File: src/rtl/layer_serializer_if.sv
// Bus between one fully-connected layer's neuron outputs and the serializer,
// plus the serial word stream the serializer drives towards the next layer.
interface layer_serializer_if #(
    parameter int nn         = 30,
    parameter int data_width = 16
);
    logic [nn-1:0]            i_valid;
    logic [nn*data_width-1:0] i_data_flat;
    logic                     x_valid;
    logic [data_width-1:0]    x_out;
    logic                     x_last;
    logic                     busy;
    logic                     overrun;

    // Upstream layer / environment side
    modport master (
        output i_valid,
        output i_data_flat,
        input  x_valid,
        input  x_out,
        input  x_last,
        input  busy,
        input  overrun
    );

    // Serializer side
    modport slave (
        input  i_valid,
        input  i_data_flat,
        output x_valid,
        output x_out,
        output x_last,
        output busy,
        output overrun
    );
endinterface

File: src/rtl/layer_serializer.sv
// Parallel-to-serial stage between two fully-connected layers. Captures each
// neuron's result on its valid strobe, and once every neuron has reported,
// replays the results one word per cycle (neuron 0 first) with no gaps.
// Strobes that repeat an already captured neuron, or that arrive while a
// burst is being replayed, are dropped and flagged with a one-cycle overrun.
module layer_serializer #(
    parameter int nn         = 30,
    parameter int data_width = 16
) (
    input  logic               clk,
    input  logic               rst,
    layer_serializer_if.slave  bus
);
    localparam int idx_w = $clog2(nn);
    localparam logic [idx_w-1:0] last_idx = idx_w'(nn - 1);

    typedef enum logic [0:0] {
        COLLECT = 1'b0,
        SHIFT   = 1'b1
    } state_t;

    state_t                  state_r;
    logic [nn-1:0]           mask_r;
    logic [idx_w-1:0]        idx_r;
    logic [data_width-1:0]   buf_r [nn];
    logic                    overrun_r;

    logic                    x_valid_s;
    logic [data_width-1:0]   x_out_s;
    logic                    x_last_s;

    // Capture/replay state machine with the registered overrun flag
    always_ff @(posedge clk) begin
        if (!rst) begin
            state_r   <= COLLECT;
            mask_r    <= '0;
            idx_r     <= '0;
            overrun_r <= 1'b0;
            for (int j = 0; j < nn; j++) begin
                buf_r[j] <= '0;
            end
        end else begin
            case (state_r)
                COLLECT: begin
                    // Only first arrivals are written; duplicates keep the old word
                    for (int j = 0; j < nn; j++) begin
                        if (bus.i_valid[j] && !mask_r[j]) begin
                            buf_r[j] <= bus.i_data_flat[j*data_width +: data_width];
                        end
                    end
                    overrun_r <= |(bus.i_valid & mask_r);
                    if (&(mask_r | bus.i_valid)) begin
                        state_r <= SHIFT;
                        idx_r   <= '0;
                        mask_r  <= '0;
                    end else begin
                        mask_r  <= mask_r | bus.i_valid;
                    end
                end
                SHIFT: begin
                    // Nothing is captured while replaying; any strobe is lost
                    overrun_r <= |bus.i_valid;
                    if (idx_r == last_idx) begin
                        state_r <= COLLECT;
                        idx_r   <= '0;
                    end else begin
                        idx_r   <= idx_r + idx_w'(1);
                    end
                end
                default: begin
                    state_r   <= COLLECT;
                    mask_r    <= '0;
                    idx_r     <= '0;
                    overrun_r <= 1'b0;
                end
            endcase
        end
    end

    // Serial outputs decoded purely from registered state, zero when idle
    always_comb begin
        x_valid_s = 1'b0;
        x_out_s   = '0;
        x_last_s  = 1'b0;
        if (state_r == SHIFT) begin
            x_valid_s = 1'b1;
            x_out_s   = buf_r[idx_r];
            x_last_s  = (idx_r == last_idx);
        end else begin
            x_valid_s = 1'b0;
            x_out_s   = '0;
            x_last_s  = 1'b0;
        end
    end

    assign bus.x_valid = x_valid_s;
    assign bus.x_out   = x_out_s;
    assign bus.x_last  = x_last_s;
    assign bus.busy    = x_valid_s;
    assign bus.overrun = overrun_r;
endmodule

File: src/flat_wrapper.sv
// flat-port wrapper written by rule: the top's interface ports become plain ports
module layer_serializer_flat 
#(
    parameter int nn         = 30,
    parameter int data_width = 16
)
  (clk, rst, bus_i_valid, bus_i_data_flat, bus_x_valid, bus_x_out, bus_x_last, bus_busy, bus_overrun);
  layer_serializer_if #(.nn(nn), .data_width(data_width)) bus_i ();
  input  logic clk;
  input  logic rst;
  input wire logic [$bits(bus_i.i_valid)-1:0] bus_i_valid;
  input wire logic [$bits(bus_i.i_data_flat)-1:0] bus_i_data_flat;
  output wire logic [$bits(bus_i.x_valid)-1:0] bus_x_valid;
  output wire logic [$bits(bus_i.x_out)-1:0] bus_x_out;
  output wire logic [$bits(bus_i.x_last)-1:0] bus_x_last;
  output wire logic [$bits(bus_i.busy)-1:0] bus_busy;
  output wire logic [$bits(bus_i.overrun)-1:0] bus_overrun;
  assign bus_i.i_valid = bus_i_valid;
  assign bus_i.i_data_flat = bus_i_data_flat;
  assign bus_x_valid = bus_i.x_valid;
  assign bus_x_out = bus_i.x_out;
  assign bus_x_last = bus_i.x_last;
  assign bus_busy = bus_i.busy;
  assign bus_overrun = bus_i.overrun;
  layer_serializer #(.nn(nn), .data_width(data_width)) u_core (.clk(clk), .rst(rst), .bus(bus_i));
endmodule
File: config.mk
export PLATFORM = sky130hd
export DESIGN_NAME = layer_serializer_flat
export DESIGN_NICKNAME = d
export VERILOG_FILES = /design/src/rtl/layer_serializer_if.sv /design/src/rtl/layer_serializer.sv /design/src/flat_wrapper.sv
export SDC_FILE = /design/constraint.sdc
export NUM_CORES = 1
export LEC_CHECK = 0
export CORE_MARGIN = 2
export CORE_UTILIZATION = 40
export CTS_CLUSTER_SIZE = 12
export DETAILED_ROUTE_END_ITERATION = 16
export GPL_TIMING_DRIVEN = 0
export PLACE_DENSITY = 0.63
export SLEW_MARGIN = 10
export SYNTH_ARGS = -nofsm -noshare
export SYNTH_HDL_FRONTEND = slang
export SYNTH_SLANG_ARGS = --single-unit
File: constraint.sdc
create_clock -name clk -period 7.5 [get_ports clk]
set_clock_uncertainty 0.05 [all_clocks]
set_input_delay 1.5 -clock clk [delete_from_list [all_inputs] [get_ports clk]]
set_output_delay 1.5 -clock clk [all_outputs]
set_load 0.05 [all_outputs]
**Word level (Yosys, flattened, before mapping)**

Memories as Yosys holds them, arrays and structs flattened. A register that Yosys moved wholly into a read port is not among the register bits.
Index checks and enable logic that the tools add are counted.

- Add/subtract/negate cells: 1
- Equality and inequality tests: 2
- Muxes and demuxes: 164
- Bitwise logic cells: 33
- Reductions and logical operators: 63

Operators with widths:

| kind | number |
|---|---|
| 16-bit two-way mux | 31 |
| 1-bit two-way mux | 125 |
| 30-bit OR reduction | 2 |
| 30-bit bitwise AND | 1 |
| 1-bit logical AND | 30 |
| 1-bit zero test | 30 |
| 30-bit two-way mux | 1 |
| 1-bit bitwise OR | 30 |
| 30-bit bitwise OR | 1 |
| 30-bit AND reduction | 1 |
| 5-bit two-way mux | 4 |
| 5-bit one-hot mux with 2 select lines | 1 |
| 5-bit by 1-bit adder with 5-bit output, second input constant | 1 |
| 5-bit == test, second input constant | 1 |
| 1-bit one-hot mux with 2 select lines | 2 |
| 2-bit by 1-bit != test with 1-bit output, second input constant | 1 |
| 1-bit NOT | 1 |

- Bits in registers: 37
- Bits in writable memories: 480
- Bits of input ports: 512
- Output and inout bits: 20
- Memories kept: 1

Memory list:

| name | words | bits a word | rd ports | clocked after memory_dff | write ports | RTL line | RTL |
|---|---|---|---|---|---|---|---|
| u_core.buf_r | 30 | 16 | 1 | 1 | 30 | layer_serializer.sv:25 | `logic [data_width-1:0] buf_r [nn];` |

**Longest topological paths before layout**

- Depth in word-level cells: 7
- Depth in mapped cells: 8
- Mapped depth without buffers: 6

**Worst setup path after synthesis**

Ideal clock, no wire load.

- Path kind: flip-flop to output port
- Start: register u_core.state_r
- End: output bus_x_out[13]
- Arrival time: 2.526 ns
- Required time: 5.950 ns
- Path slack: 3.424 ns
- Stages on the path, launching flop included: 6
- Path buffers: 1
- Path through: dfxtp_1 buf_2 inv_2 a41oi_1 o211ai_1 a311oi_1

- Cells in the longest elaborated chain, start to end: 1

Ends and longest elaborated chain:

| what | RTL line | RTL |
|---|---|---|
| start, declared | layer_serializer.sv:22 | `state_t state_r;` |
| start signal, assigned | layer_serializer.sv:35 | `state_r <= COLLECT;` |
| start signal, assigned | layer_serializer.sv:53 | `state_r <= SHIFT;` |
| start signal, assigned | layer_serializer.sv:64 | `state_r <= COLLECT;` |
| 16-bit two-way mux | layer_serializer.sv:85 | `if (state_r == SHIFT) begin` |
| end, declared | flat_wrapper.sv:14 | `output wire logic [$bits(bus_i.x_out)-1:0] bus_x_out;` |

No other way between the ends.

**Worst setup path after layout**

- Start: register u_core.state_r
- End: output bus_x_out[15]

Same word-level chain as after synthesis.

==> summary.txt <==
Outcome
  • Outcome: finished clean

Critical path
  • CP max-delay cell: nor4b_2
  • Worst Path Arrival: 4.25 ns
  • Crit Path Max Fanout: 10
  • Top delay family on crit path: buffers and inverters
  • Reg2reg path depth: 5
  • CP Data Required Time: 5.95 ns
  • Critical path's largest stage delay: 1.03 ns
  • Capture point of the worst reg-to-reg path: u_core.buf_r[1][9]$_SDFFCE_PN0P_
  • Worst R2R Setup Slack: 4.63 ns
  • Critical path buffers and inverters: 3
  • Crit start category: register
  • R2r startpoint: u_core.state_r$_SDFF_PN0_
  • Worst Setup End Kind: output pin
  • CP cell instances: buf_2 > inv_2 > nor4b_2 > a22oi_1 > nand4_1 > clkdlybuf4s50_1
  • Worst setup path class: register to output pin

STA
  • Final setup violation count: 0
  • Crit share post-route: 0.773
  • Fin Setup TNS: 0 ns
  • Final Max Tran Viols: 0
  • Fmax: 0.172 GHz
  • Final Hold Viols: 0
  • Post-route minimum period: 5.80 ns
  • Final worst slack: 1.70 ns
  • Least-Margin Pin Slew: 1.18 ns
  • Slew headroom: 0.208
  • RSZ-0062 raised after global routing: false

Power and ir drop
  • Power consumption: 0.00702 W
  • P per Cell Area: 215 mW/mm^2
  • Leakage: 11.7 nW
  • Peak VDD IR: 0.175 mV

Die
  • Core box area: 0.0591 mm^2
  • Io pins: 532
  • Die width: 249 um
  • Initial Util: 0.406
  • Row count: 89
  • Die Y: 249 um
  • Die ar.: 0.0620 mm^2

CTS
  • H-Tree Depth: 2
  • Root buffer cell: clkbuf_16
  • Post-cts repair resize count: 0
  • CTS tree: yes
  • Number of setup buffers added after CTS: 0
  • CTS clk-pin slew, worst paths: 0.06 ns
  • Worst-skew pair later-pin latency: 0.63 ns
  • Cts hold-fix bufs: 0
  • Clk buf depth: 3
  • CTS Buf Count: 56
  • Clk sink count: 522

Global routing
  • First-pass GRT wire length: 127,000 um
  • Antenna violations before repair: 20
  • All-Layer GR Usage: 0.290
  • Gr ovfl total: 0
  • Largest net degree at the start of global routing: 17
  • Vias in the first global route: 17,800

Yosys
  • Most area-hungry cell type in the Yosys netlist: edfxtp_1
  • Largest family of logic cells by synthesized area: simple AND/OR/NAND/NOR gates
  • Yosys warnings: 0
  • Mapped Area: 0.0240 mm^2
  • FFs w/ async S/R, synth: 0
  • Compound-Gate Fraction of Synth Area: 0.0521
  • Synth Area per Inst: 14.4 um^2
  • Distinct cells, synth: 53
  • Seq cells post-synth: 522
  • Mapped Nets: 2,187
  • Mux contribution to synthesized area: 0.118
  • Yosys top cell area share: 0.600
  • Post-synthesis simple-gate area fraction: 0.170
  • EDFF count, synth: 480
  • Area contributors post-synth: edfxtp_1 (60%), and2_1 (13%), mux4_2 (8.1%)
  • Synth Area in Adders: 0.00104
  • Count leader, synth: and2_1
  • Register area share after synthesis: 0.635
  • Syn Inst Count: 1,673
  • Synth cell count leaders: and2_1 (481), edfxtp_1 (480), mux4_2 (86)
  • Top FF cell, synth: edfxtp_1
  • XOR/XNOR Fraction of Synth Area: 0

Detailed routing
  • TritonRoute pass-1 iters: 5
  • ANT nets after route: 0
  • Drt drc: 0
  • Vias per cell: 5.51
  • Total wire length: 91,100 um
  • Post-DR wirelength/cell: 29.2 um
  • Starting DRT DRC Count: 1,713
  • Vias: 17,200

Final layout
  • Final net count: 2,805
  • Layout cell share with drive strength beyond 1: 0.124
  • Filler cells: 4,893
  • Synthesis-to-layout area growth: 36.0%

Placed design
  • Pre-CTS setup slack: 2.44 ns
  • HPWL after DPL: 72,400 um
  • GPL Wtd Cong: 0.919
  • Port Buffer Count: 531

Run
  • Maxcap violations: 0

Hold path
  • Worst hold path type: register to register
  • Min-delay src: u_core.idx_r[1]$_SDFFE_PN0P_
  • Worst Hold Depth: 2
-- state kept, by name, indices dropped and copies added, names as in the netlist, named ones only --
signal	count
u_core.idx_r	5
u_core.bus.overrun	1
u_core.buf_r	480
u_core.state_r	1
u_core.mask_r	30
-- cells in the final DEF, fill, tap and decap left out, drive strengths merged, types with 33 or more instances in the layout --
cell type	synthesis	final
mux2i	55	55
clkbuf	61	133
a22oi	51	51
mux4	86	86
clkdlybuf4s50	0	531
and2	481	481
o21ai	66	66
buf	43	72
edfxtp	480	480
dfxtp	42	42
nand2	34	34
nand2b	43	43
a21oi	33	33
-- cells by family after synthesis --
group,after synthesis
adder cells (fa/ha/maj),2
multiplexers,170
flip-flops,522
AO/OA/AOI/OAI,200
AND/OR/NAND/NOR,670
buffers and inverters,109
-- report_power, final --
group	switching (W)	total (W)	internal, W	leakage, nW
Sequential	0.0000696	0.00349	0.00342	5.49
Clock	0.00117	0.00278	0.00161	0.880
Combinational	0.000345	0.000751	0.000406	5.36
-- per-stage QoR --
stage / utilization / area, um^2 / cells / hold slack, ns
floorplan: - / 24000 / 1673 / 0.461
CTS: 0.552 / 32600 / 3103 / 0.523
global route: 0.552 / 32600 / 3112 / 0.549
finish: 0.552 / 32700 / 3118 / 0.534
detailed placement: 0.521 / 30800 / 3006 / 0.517
global placement: 0.512 / 30300 / 2977 / 0.482
-- per-layer routing --
metal	global-route usage	up-vias	part of all wire	wire [um]
met5	0	-	0.00042	38
met4	0.0918	6	0.029	2650
met3	0.0509	129	0.081	7370
met2	0.475	873	0.48	43600
met1	0.395	8661	0.41	37400
li1	-	7496	-	-
-- layout make-up --
type	count	area [um^2]	share of cell area
repair buffers	560	5730	0.175
diodes	15	37.5	0.00115
multi-input cells	1042	8290	0.254
plain buffers	104	561	0.0172
well taps	773	967	0.0296
flip-flops and latches	522	15300	0.467
clock buffers	72	1490	0.0457
clock inverters	25	305	0.00935
inverters	5	18.8	0.000575
-- how the worst max path moves through the flow --
stage,slack [ns],from,to,depth (start not counted)
after floorplan,3.42,u_core.state_r$_SDFF_PN0_,bus_x_out[13],5
after global placement,2.08,bus_i_valid[20],u_core.buf_r[20][7]$_SDFFCE_PN0P_,3
after detailed placement,2.44,u_core.state_r$_SDFF_PN0_,bus_x_out[8],6
after CTS,1.77,u_core.state_r$_SDFF_PN0_,bus_x_out[8],6
after global routing,1.69,u_core.state_r$_SDFF_PN0_,bus_x_out[8],6
final,1.70,u_core.state_r$_SDFF_PN0_,bus_x_out[15],6
-- worst min-delay path, cell delays in order (launching register included) --
cell and delay [ns]:
dfxtp_1 0.35, nand3_1 0.11, o21ai_0 0.07
(Power assumes the default switching activity.)
